## config.mk

```make
export PLATFORM = sky130hd
export DESIGN_NAME = register_renew_dispatcher_flat
export DESIGN_NICKNAME = d
export VERILOG_FILES = /design/src/rtl/regmgr_pkg.sv /design/src/rtl/register_renew_dispatcher_if.sv /design/src/rtl/renew_lane_tracker.sv /design/src/rtl/register_renew_dispatcher.sv /design/src/flat_wrapper.sv
export SDC_FILE = /design/constraint.sdc
export NUM_CORES = 1
export LEC_CHECK = 0
export BUFFER_PORTS_ARGS = -buffer_cell sky130_fd_sc_hd__buf_2
export CAP_MARGIN = 0
export CORE_MARGIN = 8
export CORE_UTILIZATION = 55
export DETAILED_ROUTE_END_ITERATION = 10
export MAX_ROUTING_LAYER = met4
export PLACE_DENSITY_LB_ADDON = 0.25
export SYNTH_ARGS = -nofsm -noshare
export SYNTH_HDL_FRONTEND = slang
export SYNTH_SLANG_ARGS = --single-unit
```

## constraint.sdc

```tcl
create_clock -name clk -period 2.8 [get_ports clk]
set_clock_uncertainty 0.05 [all_clocks]
set_input_delay 0.28 -clock clk [delete_from_list [all_inputs] [get_ports clk]]
set_output_delay 0.28 -clock clk [all_outputs]
set_load 0.05 [all_outputs]
```

## src/rtl/regmgr_pkg.sv

```systemverilog
// rtl/regmgr_pkg.sv - shared types and constants for the register-renew dispatcher
// Contents:
//   lane_state_t  per-processor lane tracking state
//   top_state_t   dispatcher state (normal issue, draining, waiting for sync)
//   LANE_MAIN/LANE_SUB  encoding of issue_proc
package regmgr_pkg;

  typedef enum logic [1:0] {
    LANE_IDLE = 2'd0,
    LANE_ARM  = 2'd1,
    LANE_BUSY = 2'd2
  } lane_state_t;

  typedef enum logic [1:0] {
    RUN       = 2'd0,
    DRAIN     = 2'd1,
    SYNC_WAIT = 2'd2
  } top_state_t;

  localparam logic LANE_MAIN = 1'b0;
  localparam logic LANE_SUB  = 1'b1;

endpackage

```

## src/rtl/register_renew_dispatcher_if.sv

```systemverilog
// rtl/register_renew_dispatcher_if.sv - work-item issue handshake between manager and dispatcher
// Signals:
//   issue_valid  manager offers a work item
//   issue_rd     destination register of the item
//   issue_ready  dispatcher accepts the item this cycle
//   issue_proc   lane of the last booted item (0 = main, 1 = sub)
// Modports: master = manager side, slave = dispatcher side.
interface register_renew_dispatcher_if #(
  parameter int REG_CTN_WIDTH = 5
);
  logic                     issue_valid;
  logic [REG_CTN_WIDTH-1:0] issue_rd;
  logic                     issue_ready;
  logic                     issue_proc;

  modport master (output issue_valid, issue_rd, input issue_ready, issue_proc);
  modport slave  (input issue_valid, issue_rd, output issue_ready, issue_proc);
endinterface

```

## src/rtl/renew_lane_tracker.sv

```systemverilog
// rtl/renew_lane_tracker.sv - follows one processor lane from boot until its register leaves the table
// Ports:
//   clk, rst_n  clock, asynchronous active-low reset
//   boot        lane is booted this cycle (only honoured from LANE_IDLE)
//   rd          register captured on boot
//   reg_table   processing register table
//   state       lane state
//   lane_rd     register currently owned by the lane
module renew_lane_tracker
  import regmgr_pkg::*;
#(
  parameter int REGISTER_AMOUNT = 32,
  parameter int REG_CTN_WIDTH   = $clog2(REGISTER_AMOUNT)
) (
  input  logic                       clk,
  input  logic                       rst_n,
  input  logic                       boot,
  input  logic [REG_CTN_WIDTH-1:0]   rd,
  input  logic [0:REGISTER_AMOUNT-1] reg_table,
  output lane_state_t                state,
  output logic [REG_CTN_WIDTH-1:0]   lane_rd
);

  always_ff @(posedge clk or negedge rst_n) begin
    if (!rst_n) begin
      state   <= LANE_IDLE;
      lane_rd <= '0;
    end else begin
      case (state)
        LANE_IDLE: begin
          if (boot) begin
            state   <= LANE_ARM;
            lane_rd <= rd;
          end
        end
        // The table bit is not set yet in the cycle right after the boot
        // pulse, so skip one cycle before watching it.
        LANE_ARM:  state <= LANE_BUSY;
        LANE_BUSY: if (!reg_table[lane_rd]) state <= LANE_IDLE;
        default:   state <= LANE_IDLE;
      endcase
    end
  end

endmodule

```

## src/rtl/register_renew_dispatcher.sv

```systemverilog
// rtl/register_renew_dispatcher.sv - picks a free processor lane per work item and runs sync handshake
// Ports:
//   clk, rst_n                       clock, asynchronous active-low reset
//   issue (slave)                    work-item handshake, issue_proc reports last booted lane
//   processor_idle_1/2               processor idle flags
//   processing_register_table        registers currently being renewed
//   synchronized_processors          both processors report synchronized
//   boot_renew_register_1/2          one-cycle boot pulses
//   register_num                     register of the current boot pulse
//   sync_request                     request a synchronization (honoured only in RUN)
//   sync_done / sync_error           one-cycle result pulses
//   busy                             a lane is tracking or a sync is in progress
module register_renew_dispatcher
  import regmgr_pkg::*;
#(
  parameter int REGISTER_AMOUNT = 32,
  parameter int REG_CTN_WIDTH   = $clog2(REGISTER_AMOUNT),
  parameter int SYNC_TIMEOUT    = 1024
) (
  input  logic                       clk,
  input  logic                       rst_n,
  register_renew_dispatcher_if.slave issue,
  input  logic                       processor_idle_1,
  input  logic                       processor_idle_2,
  input  logic [0:REGISTER_AMOUNT-1] processing_register_table,
  input  logic                       synchronized_processors,
  output logic                       boot_renew_register_1,
  output logic                       boot_renew_register_2,
  output logic [REG_CTN_WIDTH-1:0]   register_num,
  input  logic                       sync_request,
  output logic                       sync_done,
  output logic                       sync_error,
  output logic                       busy
);

  localparam int CNT_W = (SYNC_TIMEOUT > 1) ? $clog2(SYNC_TIMEOUT) : 1;
  localparam logic [CNT_W-1:0] CNT_LAST = CNT_W'(SYNC_TIMEOUT - 1);

  top_state_t               top_state;
  logic [CNT_W-1:0]         sync_count;
  lane_state_t              lane_state [2];
  logic [REG_CTN_WIDTH-1:0] lane_rd    [2];
  logic [1:0]               proc_idle;
  logic [1:0]               lane_free;
  logic [1:0]               lane_hit;
  logic [1:0]               lane_boot;
  logic                     hazard;
  logic                     rd_zero;
  logic                     accept;

  assign proc_idle = {processor_idle_2, processor_idle_1};

  for (genvar g = 0; g < 2; g++) begin : g_lane
    renew_lane_tracker #(
      .REGISTER_AMOUNT(REGISTER_AMOUNT),
      .REG_CTN_WIDTH  (REG_CTN_WIDTH)
    ) u_lane (
      .clk      (clk),
      .rst_n    (rst_n),
      .boot     (lane_boot[g]),
      .rd       (issue.issue_rd),
      .reg_table(processing_register_table),
      .state    (lane_state[g]),
      .lane_rd  (lane_rd[g])
    );
  end

  always_comb begin
    rd_zero = (issue.issue_rd == '0);
    for (int i = 0; i < 2; i++) begin
      lane_free[i] = (lane_state[i] == LANE_IDLE) && proc_idle[i];
      lane_hit[i]  = (lane_state[i] != LANE_IDLE) && (lane_rd[i] == issue.issue_rd);
    end
    hazard = processing_register_table[issue.issue_rd] || (|lane_hit);
    // rst_n keeps ready low while reset is held; the top FSM already sits
    // in RUN during reset, so it would otherwise advertise acceptance.
    issue.issue_ready = rst_n && (top_state == RUN) && !hazard && ((|lane_free) || rd_zero);
    accept = issue.issue_valid && issue.issue_ready;
    // Register 0 is accepted and dropped. Lane 1 has priority; when it is
    // not free, acceptance of a non-zero register implies lane 2 is free.
    lane_boot[0] = accept && !rd_zero && lane_free[0];
    lane_boot[1] = accept && !rd_zero && !lane_free[0];
    busy = (top_state != RUN) || (lane_state[0] != LANE_IDLE) || (lane_state[1] != LANE_IDLE);
  end

  always_ff @(posedge clk or negedge rst_n) begin
    if (!rst_n) begin
      top_state             <= RUN;
      sync_count            <= '0;
      sync_done             <= 1'b0;
      sync_error            <= 1'b0;
      boot_renew_register_1 <= 1'b0;
      boot_renew_register_2 <= 1'b0;
      register_num          <= '0;
      issue.issue_proc      <= LANE_MAIN;
    end else begin
      boot_renew_register_1 <= lane_boot[0];
      boot_renew_register_2 <= lane_boot[1];
      sync_done             <= 1'b0;
      sync_error            <= 1'b0;
      if (|lane_boot) begin
        register_num     <= issue.issue_rd;
        issue.issue_proc <= lane_boot[1] ? LANE_SUB : LANE_MAIN;
      end
      case (top_state)
        RUN: if (sync_request) top_state <= DRAIN;
        DRAIN: begin
          if ((lane_state[0] == LANE_IDLE) && (lane_state[1] == LANE_IDLE)) begin
            top_state  <= SYNC_WAIT;
            sync_count <= '0;
          end
        end
        SYNC_WAIT: begin
          if (synchronized_processors) begin
            sync_done <= 1'b1;
            top_state <= RUN;
          end else if (sync_count == CNT_LAST) begin
            sync_error <= 1'b1;
            top_state  <= RUN;
          end else begin
            sync_count <= sync_count + CNT_W'(1);
          end
        end
        default: top_state <= RUN;
      endcase
    end
  end

endmodule

```

## src/flat_wrapper.sv

```systemverilog
// flat-port wrapper written by rule: the top's interface ports become plain ports
module register_renew_dispatcher_flat import regmgr_pkg::*;
#(
  parameter int REGISTER_AMOUNT = 32,
  parameter int REG_CTN_WIDTH   = $clog2(REGISTER_AMOUNT),
  parameter int SYNC_TIMEOUT    = 1024
)
  (clk, rst_n, processor_idle_1, processor_idle_2, processing_register_table, synchronized_processors, boot_renew_register_1, boot_renew_register_2, register_num, sync_request, sync_done, sync_error, busy, issue_issue_valid, issue_issue_rd, issue_issue_ready, issue_issue_proc);
  register_renew_dispatcher_if #(.REG_CTN_WIDTH(REG_CTN_WIDTH)) issue_i ();
  input  logic clk;
  input  logic rst_n;
  input  logic processor_idle_1;
  input  logic processor_idle_2;
  input  logic [0:REGISTER_AMOUNT-1] processing_register_table;
  input  logic synchronized_processors;
  output logic boot_renew_register_1;
  output logic boot_renew_register_2;
  output logic [REG_CTN_WIDTH-1:0] register_num;
  input  logic sync_request;
  output logic sync_done;
  output logic sync_error;
  output logic busy;
  input wire logic [$bits(issue_i.issue_valid)-1:0] issue_issue_valid;
  input wire logic [$bits(issue_i.issue_rd)-1:0] issue_issue_rd;
  output wire logic [$bits(issue_i.issue_ready)-1:0] issue_issue_ready;
  output wire logic [$bits(issue_i.issue_proc)-1:0] issue_issue_proc;
  assign issue_i.issue_valid = issue_issue_valid;
  assign issue_i.issue_rd = issue_issue_rd;
  assign issue_issue_ready = issue_i.issue_ready;
  assign issue_issue_proc = issue_i.issue_proc;
  register_renew_dispatcher #(.REGISTER_AMOUNT(REGISTER_AMOUNT), .REG_CTN_WIDTH(REG_CTN_WIDTH), .SYNC_TIMEOUT(SYNC_TIMEOUT)) u_core (.clk(clk), .rst_n(rst_n), .issue(issue_i), .processor_idle_1(processor_idle_1), .processor_idle_2(processor_idle_2), .processing_register_table(processing_register_table), .synchronized_processors(synchronized_processors), .boot_renew_register_1(boot_renew_register_1), .boot_renew_register_2(boot_renew_register_2), .register_num(register_num), .sync_request(sync_request), .sync_done(sync_done), .sync_error(sync_error), .busy(busy));
endmodule
```

; ---- Yosys cells after proc, flatten, opt, wreduce, memory -nomap -nowiden
; Cells that the tools add are included.
[word_totals]
register_bits = 36
elab_cells = 103
[op_classes]
addsub = 1
magnitude_cmp = 3
n_eq_ne = 18
muxes = 30
n_bitwise = 3
n_reduce_logical = 36
[op_table]
columns = operator, n
row1 = $mux 10, 3
row2 = $pmux 10 s2, 1
row3 = $ge 6x6->1 const B, 3
row4 = $not 5->6, 3
row5 = $pmux 2 s3, 3
row6 = $mux 2, 8
row7 = $bmux 1 s5, 3
row8 = $ne 2x2->1 const B, 7
row9 = $logic_and 1x1->1, 12
row10 = $mux 1, 12
row11 = $add 10x1->10 const B, 1
row12 = $eq 10x10->1 const B, 1
row13 = $eq 5x5->1, 2
row14 = $reduce_and 2->1, 4
row15 = $reduce_bool 2->1, 4
row16 = $eq 2x1->1 const B, 3
row17 = $eq 2x2->1 const B, 3
row18 = $logic_not 2->1, 3
row19 = $reduce_or 2->1, 3
row20 = $logic_not 5->1, 1
row21 = $logic_or 1x1->1, 4
row22 = $reduce_and 4->1, 1
row23 = $logic_not 1->1, 3
row24 = $ne 3x2->1 const B, 1
row25 = other kinds (2), 2

; ---- Logic depth before layout (Yosys ltp)
; Gate-level depths: netlist of the first run.
[logic_depth]
depth_word = 13
depth_mapped = 9
mapped_depth_nobuf = 8

; ---- Cells and area by module
; A second synthesis of the first run with hierarchy kept.
[unflattened]
hier_cells = 241
hier_area_um2 = 2588.7
[modules_own_cells]
columns = module, instances, cells_per_inst, area_per_inst_um2, seq_area_each_um2
row1 = register_renew_dispatcher, 1, 137, 1422.6, 550.5
row2 = renew_lane_tracker, 2, 52, 583.1, 175.2

; ---- Least setup slack after synthesis of the first run
; OpenSTA, ideal clock, no wires.
[synth_path]
kind = in2out
from = in issue_issue_rd[0]
to = out issue_issue_ready
t_arrival_ns = 2.783
required_ns = 2.470
path_slack_ns = -0.313
path_stages = 6
path_cell_list = buf_6 > mux4_2 > nor2_1 > o22a_1 > nand2_1 > nor4_1
[synth_between]
elab_chain_len = 8
word_cells_on_any_way = 15
classes_between = eq/ne (2) / mux (3) / bitwise (1) / reduce/logical (9)
[synth_rtl]
columns = item, line_no
row1 = start: declaration, flat_wrapper.sv:24  ; input wire logic [$bits(issue_i.issue_rd)-1:0] issue_issue_rd;
row2 = $not 5->6 (implied by the code), register_renew_dispatcher.sv:74  ; hazard = processing_register_table[issue.issue_rd] || (|lane_hit);
row3 = $bmux 1 s5, register_renew_dispatcher.sv:74
row4 = $mux 1 (implied by the code) (2 in a row), register_renew_dispatcher.sv:74
row5 = $logic_or 1x1->1, register_renew_dispatcher.sv:74
row6 = $logic_not 1->1, register_renew_dispatcher.sv:77  ; issue.issue_ready = rst_n && (top_state == RUN) && !hazard && ((|lane_free) || rd_zero);
row7 = $logic_and 1x1->1, register_renew_dispatcher.sv:77
row8 = $logic_and 1x1->1 *, register_renew_dispatcher.sv:77
row9 = end: declaration, flat_wrapper.sv:25  ; output wire logic [$bits(issue_i.issue_ready)-1:0] issue_issue_ready;
; Every way passes the cells marked *; elsewhere a longest branch is shown, timed or not. The select of a mux whose other input is x is not followed.

; ---- Worst setup path after layout of the first run
; Same ends and word-level chain as after synthesis.

==> results of run 1 <==
==> cell usage in the layout (no fill, tap or decap), types with 2 or more instances in the layout <==
cell type / count
clkbuf_8: 6
nand3b_1: 2
mux2_2: 10
a21oi_1: 3
buf_4: 3
dfrtp_1: 36
inv_1: 6
nor4_2: 2
and4_1: 2
nor2_1: 18
mux2_4: 3
xnor2_1: 11
a31oi_1: 2
xor2_1: 6
nand4_1: 3
o21ai_0: 4
buf_2: 55
nor2b_1: 2
a22oi_1: 4
nor3_1: 2
and3_1: 3
o2111ai_1: 2
nand3_1: 8
nand2_1: 18
mux2i_1: 19
mux4_2: 20
==> where the power goes <==
part | total (µW) | switching (µW) | internal, µW
Sequential | 943 | 274 | 669
Combinational | 1150 | 577 | 574
Clock | 383 | 183 | 200
==> worst max-delay path, cell delays in order <==
cell      delay, ns
buf_2          0.42
mux2i_1        0.25
a311oi_1       0.10
and3_1         0.20
a31oi_1        0.26
nand2_1        0.11
nor4_2         0.31
buf_2          0.31
==> worst min-delay path by stage <==
stage               startpoint                      endpoint  slack [ns]  cells past startpoint
detailed placement       rst_n  u_core.boot_renew_register_1        0.37                      2
global route             rst_n        u_core.register_num[3]        0.07                      2
global placement         rst_n  u_core.boot_renew_register_1        0.37                      2
finish                   rst_n        u_core.register_num[4]        0.04                      2
CTS                      rst_n          u_core.sync_count[4]        0.05                      2
floorplan                rst_n  u_core.boot_renew_register_1       -0.07                      0
==> Yosys cell counts, types with 3 or more instances <==
| cell type | count |
|---|---|
| mux2_2 | 10 |
| xnor2_1 | 11 |
| inv_1 | 6 |
| a22oi_1 | 4 |
| xor2_1 | 6 |
| a21oi_1 | 3 |
| clkbuf_1 | 3 |
| and3_1 | 3 |
| nand4_1 | 3 |
| buf_2 | 7 |
| o21ai_0 | 4 |
| nand2_1 | 18 |
| mux2i_1 | 19 |
| nand3_1 | 8 |
| mux2_4 | 3 |
| dfrtp_1 | 36 |
| nor2_1 | 18 |
| mux4_2 | 20 |
==> kinds of logic after synthesis <==
kind of cell | Yosys count
AO/OA/AOI/OAI | 21
XOR/XNOR | 17
adder cells (fa/ha/maj) | 1
buffers and inverters | 20
flip-flops | 36
multiplexers | 52
AND/OR/NAND/NOR | 70
==> stage by stage <==
stage	instances	area (µm²)	utilization, %	hold slack (ns)	total power (µW)
floorplan	217	2520	-	-0.0656	1840
global placement	313	2800	63.8	0.371	2080
detailed placement	313	2800	63.8	0.373	2100
CTS	321	2890	66.0	0.0503	2490
global route	321	2890	66.0	0.0692	2630
finish	321	2890	66.0	0.0386	2480
==> final cells by class <==
cell class	count	area (µm²)	share of cell area [%]
multi-input combinational	161	1510	52.3
sequential	36	901	31.1
timing repair buffer	58	298	10.3
clock buffer	7	86.3	2.98
tap	52	65.1	2.25
inverter	6	22.5	0.779
clock inverter	1	7.51	0.260
==> per-layer routing <==
layer / wire, µm / GRT usage (%)
met2: 2900 / 28.4
met1: 2820 / 22.5
met5: 0 / -
met4: 68 / 5.81
met3: 241 / 3.91
==> flip-flops by register name, indices dropped and copies added (netlist names) <==
register                      cells
u_core.g_lane.u_lane.state        4
u_core.sync_done                  1
u_core.top_state                  2
u_core.sync_error                 1
u_core.sync_count                10
u_core.issue.issue_proc           1
u_core.boot_renew_register_2      1
u_core.g_lane.u_lane.lane_rd     10
u_core.register_num               5
u_core.boot_renew_register_1      1
==> impl_metrics.json, run 1 <==
{
  "drtIter0Drc": 121,
  "setup_viol_count_final": 0,
  "cp.required_ns": 2.47,
  "overflow": 0,
  "synth.top_cell.area_share_pct": 35.8,
  "antenna_found_initial": 0,
  "max_freq_ghz": 0.386,
  "yosys.area_share.simple_pct": 15.6,
  "post_drt_wl_per_cell_um": 18.8,
  "clk_path_buf_depth": 2,
  "pwr_density_cell_nw_per_um2": 856,
  "grt_pass1_vias": 2082,
  "synth_xor_area_share_pct": 5.92,
  "timing.rr.end": "u_core.g_lane[1].u_lane.lane_rd[4]",
  "synth.area.top_cells": "dfrtp_1, mux4_2, mux2i_1",
  "r2r_start": "u_core.g_lane[0].u_lane.lane_rd[0]",
  "fin_crit_ns": 2.59,
  "synth_area_leader_cell": "dfrtp_1",
  "drtAntennaViolNets": 0,
  "synth_edf_count": 0,
  "drt-vias-per-instance": 5.93,
  "synth_flop_cell": "dfrtp_1",
  "numCtsBuffers": 5,
  "startpoint_type": "primary input",
  "grt_pass1_wl_um": 10100,
  "grt_max_degree": 37,
  "syn_nets": 262,
  "syn_to_final_growth_pct": 15.1,
  "hold_viol": 0,
  "first_pass_iters": 4,
  "hp-class": "in -> async",
  "initial_utilization_pct": 57.3,
  "r2r_setup_slack_ns": 0.48,
  "p_leak_uw": 0.00130,
  "finalCritPeriodShare_pct": 92.5,
  "h-tree-depth": 2,
  "die-width_um": 83.6,
  "syn_area_per_cell_um2": 11.6,
  "ir_drop_mv": 0.652,
  "synth_top_family_by_area": "multiplexers",
  "finalWirelength_um": 6030,
  "root_buffer": "clkbuf_8",
  "rows": 24,
  "dp_hpwl_um": 4670,
  "gp_congestion": 0.902,
  "finalSetupTns_ns": 0,
  "synth_seq_area_share_pct": 35.8,
  "worst_pin_slew_ns": 0.592,
  "cp-startpoint": "issue_issue_rd[0]",
  "clkLatencyLatePin_ns": 0.29,
  "fillers": 368,
  "cts_hold_buffers": 0,
  "syn_area_um2": 2510,
  "grt_usage_pct": 18.1,
  "dieArea_um2": 6990,
  "tritoncts_num_sinks": 36,
  "maxSlewHeadroom_pct": 60.5,
  "vias": 1904,
  "drc": 0,
  "yosysUniqueCellTypes": 45,
  "synthArstFlopShare_pct": 100,
  "endpoint_kind": "output pin",
  "layout.nets": 313,
  "synthAdderAreaFrac_pct": 0.498,
  "synth-compound-area-share_pct": 6.12,
  "drv_slew": 0,
  "synth_mux_area_share_pct": 31.8,
  "rsz0062_at_grt": "false",
  "critPathKind": "in -> out",
  "status": "finished, final reports clean",
  "cts_setup_buffers": 0,
  "setup_ws_ns": 0.209,
  "cap_viol_max_count": 0,
  "pre_cts_slack_ns": 0.216,
  "core_um2": 4380,
  "port_buffers": 55,
  "synthCells": 217,
  "yosysWarnings": 0,
  "endpoint": "issue_issue_ready",
  "fp.dieH_um": 83.6,
  "diodes": 0,
  "cts_tree": "done",
  "critPathArrivalTime_ns": 2.26,
  "ios": 56,
  "path_clk_slew_ns": 0.07,
  "ctsResizeCount": 0,
  "worstRegToRegCells": 6,
  "synth_seq_cells": 36,
  "drive_above_1_share_pct": 40.1,
  "worstPathMaxFanout": 20
}
(Power assumes the default switching activity.)
==> run 2: changes to the inputs <==
- SYNTH_HIERARCHICAL: not set -> 1
==> run 2 against run 1 <==
Effect of this change: synthesized cell count increased by 11%; global-route usage increased by 0.84 points; maximum frequency increased by 5.5%; register-to-register slack got worse by 0.14 ns; largest power group unchanged; sequential power decreased by 14%.
==> impl_metrics.json, run 2 <==
{
  "synth_seq_area_share_pct": 34.8,
  "rsz0062_at_grt": "false",
  "post_drt_wl_per_cell_um": 18.1,
  "synth_area_leader_cell": "dfrtp_1",
  "endpoint_kind": "flop",
  "synthCells": 241,
  "status": "finished, final reports clean",
  "gp_congestion": 0.933,
  "instances_no_fill": 365,
  "yosysUniqueCellTypes": 46,
  "finalWirelength_um": 6620,
  "yosysWarnings": 6,
  "numCtsBuffers": 5,
  "h-tree-depth": 2,
  "pre_cts_slack_ns": 0.0632,
  "overflow": 0,
  "clkLatencyLatePin_ns": 0.28,
  "startpoint_type": "flop",
  "core_um2": 4630,
  "drive_above_1_share_pct": 35.7,
  "grt_max_degree": 37,
  "vias": 2181,
  "first_pass_iters": 4,
  "layout.nets": 356,
  "synth.top_cell.area_share_pct": 34.8,
  "finalSetupTns_ns": 0,
  "fp.dieH_um": 84.6,
  "critPathKind": "reg -> reg",
  "grt_usage_pct": 18.9,
  "synth_edf_count": 0,
  "p_leak_uw": 0.00140,
  "worstPathMaxFanout": 7,
  "finalCritPeriodShare_pct": 87.7,
  "path_clk_slew_ns": 0.07,
  "drtIter0Drc": 147,
  "hp-class": "in -> async",
  "place_area_um2": 3000,
  "drv_slew": 0,
  "r2r_start": "u_core/g_lane[0].u_lane/lane_rd[3]",
  "drt-vias-per-instance": 5.98,
  "synth_seq_cells": 36,
  "fin_crit_ns": 2.46,
  "dp_hpwl_um": 5200,
  "initial_utilization_pct": 55.9,
  "reg_top3": "u_core/g_lane.u_lane/lane_rd (10), u_core/sync_count (10), u_core/register_num (5)",
  "cts_setup_buffers": 0,
  "drtAntennaViolNets": 0,
  "dieArea_um2": 7160,
  "rows": 25,
  "synth.area.top_cells": "dfrtp_1, mux2i_1, mux2_2",
  "setup_viol_count_final": 0,
  "syn_area_um2": 2590,
  "die-width_um": 84.6,
  "maxSlewHeadroom_pct": 56.5,
  "syn_to_final_growth_pct": 18.7,
  "synthArstFlopShare_pct": 100,
  "drc": 0,
  "synth_most_common_cell": "dfrtp_1",
  "grt_pass1_vias": 2228,
  "clk_path_buf_depth": 2,
  "synth_flop_cell": "dfrtp_1",
  "cts_tree": "done",
  "ir_drop_mv": 0.468,
  "tritoncts_num_sinks": 36,
  "pwr_density_cell_nw_per_um2": 830,
  "syn_area_per_cell_um2": 10.7,
  "cap_viol_max_count": 0,
  "design_area_um2": 3070,
  "ctsResizeCount": 0,
  "netlist_top_cells_count": "dfrtp_1, mux2i_1, nor2_1",
  "cts_hold_buffers": 0,
  "antenna_found_initial": 0,
  "worst_pin_slew_ns": 0.646,
  "worstRegToRegCells": 9,
  "hold_viol": 0,
  "r2r_setup_slack_ns": 0.34,
  "critPathArrivalTime_ns": 2.57,
  "setup_ws_ns": 0.345,
  "final_cell_mix": "buf_2, dfrtp_1, mux2i_1, nor2_1, buf_4",
  "port_buffers": 55,
  "timing.rr.end": "u_core/g_lane[0].u_lane/lane_rd[4]",
  "syn_nets": 286,
  "final_common_cell": "buf_2",
  "cp.required_ns": 2.91,
  "root_buffer": "clkbuf_8",
  "ios": 56,
  "grt_pass1_wl_um": 10700,
  "max_freq_ghz": 0.407,
  "placed_cells": 358,
  "diodes": 0
}
[run 2: cell count changes after synthesis, moves of 4 or more]
cell     before  now
mux2_2       10   18
nor2b_1       2    6
buf_2         7    3
nand2_1      18   14
mux4_2       20    9
nand4_1       3    7
[run 2: metrics by stage]
step	utilization (%)	hold slack [ns]	total power, µW
floorplan	-	-0.0656	1860
global placement	64.7	0.323	2180
detailed placement	64.7	0.331	2220
CTS	66.4	0.0303	2560
global route	66.4	0.0587	2700
finish	66.4	0.0145	2550
[run 2: where the power goes]
group	internal [µW]	total (µW)	switching, µW
sequential	670	813	144
clock	169	336	167
combinational	618	1400	784
[run 2: worst max-delay path, stage by stage, from the launching register on]
cell and delay [ns]:
dfrtp_1 0.50, xnor2_1 0.17, nand4_1 0.10, or3_1 0.12, nand4b_1 0.18, nor4b_4 0.32
nor2b_1 0.20, nor3b_2 0.19, buf_4 0.17, mux2_2 0.34
[run 2: how the worst max path moves through the flow]
stage,from,end,slack (ns),depth (start not counted)
after detailed placement,issue_issue_rd[0],u_core/g_lane[0].u_lane/lane_rd[4],0.06,9
after floorplan,issue_issue_rd[0],u_core/g_lane[0].u_lane/lane_rd[0],0.17,7
final,u_core/g_lane[0].u_lane/lane_rd[3],u_core/g_lane[0].u_lane/lane_rd[4],0.34,9
after CTS,issue_issue_rd[0],u_core/g_lane[0].u_lane/lane_rd[4],0.36,9
after global placement,issue_issue_rd[0],u_core/g_lane[1].u_lane/lane_rd[2],0.13,9
after global routing,u_core/g_lane[0].u_lane/state[1],u_core/sync_count[7],0.23,7
[run 2: logic make-up (layout without fill, tap and decap cells)]
group	after synthesis	count (layout)	share of synthesized area (%)
xor gates and xnor gates	16	16	5.41
muxes	52	52	27.2
and+or+nand+nor	89	89	20.1
DFF	36	36	34.8
buffers and inverters	19	89	4.20
adders and majority gates	1	1	0.483
AOI/OAI and AO/OA	28	28	7.78
[run 2: layer usage]
layer / track usage [%] / share of wire (%)
met1: 19.8 / 39
met2: 32.2 / 50
met3: 6.24 / 8.2
met4: 7.28 / 2.3
met5: - / 0
[run 2: cell type report]
cell class	instances	area [µm²]
inverter	8	30.0
clock inverter	1	5.00
clock buffer	6	72.6
tap	54	67.6
multi-input combinational	186	1580
timing repair buffer	74	418
fill	354	1560
sequential	36	901
==> run 3: changes to the inputs <==
- clock period: 2.8 -> 2.3 ns (I/O delays scaled with it)
==> run 3 against run 2 <==
Effect of this change: the flow now finishes with violations (negative setup slack); final cell count increased by 11%; total power increased by 33%; combinational power rose by 46%; hold slack better by 0.13 ns; sequential share of layout area down 3.8 points; global-route usage rose by 4.2 points; die area unchanged; critical path depth did not move; first-iteration DRC count rose by 29%; flip-flop and latch count unchanged; critical endpoint is now u_core/g_lane[0].u_lane/lane_rd[2].
==> impl_metrics.json, run 3 (synthesized netlist as in run 2, its figures left out) <==
{
  "initial_utilization_pct": 55.9,
  "dp_hpwl_um": 6020,
  "rsz0062_at_grt": "true",
  "cap_viol_max_count": 0,
  "swShare_pct": 42.4,
  "port_buffers": 55,
  "rows": 25,
  "first_pass_iters": 4,
  "startpoint_type": "primary input",
  "combPwrFrac_pct": 60.0,
  "critPathArrivalTime_ns": 2.45,
  "holdWs_ns": 0.144,
  "pwr-share-seq_pct": 27.4,
  "syn_to_final_growth_pct": 36.2,
  "design_area_um2": 3530,
  "p_leak_uw": 0.00165,
  "core_um2": 4630,
  "ios": 56,
  "power_uw": 3400,
  "setup_viol_count_final": 8,
  "final_common_cell": "buf_4",
  "drc": 0,
  "finalWirelength_um": 7740,
  "worst_pin_slew_ns": 0.456,
  "numCtsBuffers": 5,
  "drive_above_1_share_pct": 46.6,
  "critPathKind": "in -> reg",
  "dieArea_um2": 7160,
  "tritoncts_num_sinks": 36,
  "grt_pass1_wl_um": 12600,
  "hold_viol": 0,
  "cts_tree": "done",
  "vias": 2420,
  "endpoint_kind": "flop",
  "violations": "negative setup slack",
  "ir_drop_mv": 0.542,
  "ff_latch_area_um2": 901,
  "p_sw_uw": 1440,
  "placed_cells": 395,
  "grt_pass1_vias": 2601,
  "reg_top3": "u_core/g_lane.u_lane/lane_rd (10), u_core/sync_count (10), u_core/register_num (5)",
  "overflow": 0,
  "final_cell_mix": "buf_4, buf_2, dfrtp_1, mux2i_1, nor2_1",
  "instances_no_fill": 406,
  "finalCritPeriodShare_pct": 101,
  "fp.dieH_um": 84.6,
  "h-tree-depth": 2,
  "antenna_found_initial": 0,
  "layout.nets": 397,
  "fillers": 328,
  "die-width_um": 84.6,
  "root_buffer": "clkbuf_8",
  "path_clk_slew_ns": 0.07,
  "fin_crit_ns": 2.32,
  "worstPathMaxFanout": 5,
  "drtAntennaViolNets": 0,
  "maxSlewHeadroom_pct": 69.6,
  "p_int_uw": 1960,
  "gp_congestion": 0.929,
  "drtIter0Drc": 189,
  "diodes": 0,
  "status": "finished, violations left",
  "cp.required_ns": 2.43,
  "pwr_density_cell_nw_per_um2": 964,
  "multiInputGateArea_um2": 1680,
  "grt_usage_pct": 23.1,
  "post_drt_wl_per_cell_um": 19.1,
  "setup_ws_ns": -0.0208,
  "place_area_um2": 3310,
  "max_freq_ghz": 0.431,
  "grt_max_degree": 37,
  "pwr-share-clk_pct": 12.6,
  "clkLatencyLatePin_ns": 0.30,
  "drv_slew": 0,
  "hp-class": "in -> reg",
  "drt-vias-per-instance": 5.96,
  "clk_path_buf_depth": 2
}
[run 3: changes by cell type in the layout (fill, tap and decap cells not counted), moves of 2 or more]
| cell | previous run | this run |
|---|---|---|
| buf_2 | 55 | 50 |
| buf_4 | 19 | 57 |
| buf_6 | 0 | 5 |
| buf_8 | 0 | 2 |
| mux2_2 | 18 | 10 |
| mux2_4 | 0 | 8 |
| nor2_1 | 19 | 17 |
| nor2_2 | 0 | 2 |
| nor3b_2 | 2 | 0 |
| nor3b_4 | 0 | 2 |
| o2111ai_1 | 2 | 0 |
| o2111ai_2 | 0 | 2 |
[run 3: layout make-up]
cell class                 count  area share, %
clock buffer                   6           2.06
clock inverter                 1          0.142
inverter                       8          0.852
multi-input combinational    186           47.5
sequential                    36           25.6
tap                           54           1.92
timing repair buffer         115           22.0
[run 3: power by group through the flow]
stage	combinational [µW]	sequential, µW	clock (µW)
final	2040	931	429
after global routing	2160	955	461
after CTS	2000	927	437
after detailed placement	1940	938	0
after global placement	1900	924	0
after floorplan	1100	1190	0
[run 3: timing repair]
item	4_1_cts	5_1_grt
resized for setup	19	9
buffers inserted	2	1
pin swaps	5	7
endpoints found under the hold margin	36	0
endpoints found under the setup margin	8	12
hold buffers	1	0
[run 3: metal layers]
metal  GRT usage, %  wire length [µm]  vias up
met2           39.2              3990       99
met1           25.3              2990     1167
li1               -                 -     1125
met4           10.8               253        0
met5              -                 0        -
met3           4.59               502       29
[run 3: through the flow]
step / TNS, ns / utilization [%] / worst slack (ns)
after floorplan: -1.53 / - / -0.213
after global routing: -0.781 / 76.2 / -0.119
after global placement: -2.77 / 71.5 / -0.327
final: -0.0946 / 76.2 / -0.0208
after detailed placement: -3.86 / 71.5 / -0.437
after CTS: -0.0212 / 75.3 / -0.00583
[run 3: path summary, 6_finish.rpt]
kind | cells after the start | from | slack, ns | endpoint
min reg2reg | 1 | u_core/register_num[4] | 0.45 | u_core/register_num[4]
max in group asynchronous | 3 | rst_n | 1.39 | u_core/sync_count[2]
min in group asynchronous | 3 | rst_n | 0.49 | u_core/g_lane[0].u_lane/lane_rd[2]
min | 3 | sync_request | 0.14 | u_core/top_state[0]
max reg2reg | 8 | u_core/g_lane[1].u_lane/state[0] | -0.01 | u_core/g_lane[0].u_lane/lane_rd[2]
max | 9 | issue_issue_rd[0] | -0.02 | u_core/g_lane[0].u_lane/lane_rd[2]
[run 3: critical path, cell delays in order]
cell and delay, ns:
buf_8 0.09, mux4_2 0.51, o2111ai_2 0.18, nand4_1 0.23
nor4b_4 0.38, nor2b_4 0.20, nor3b_4 0.18, buf_6 0.15
mux2_4 0.30
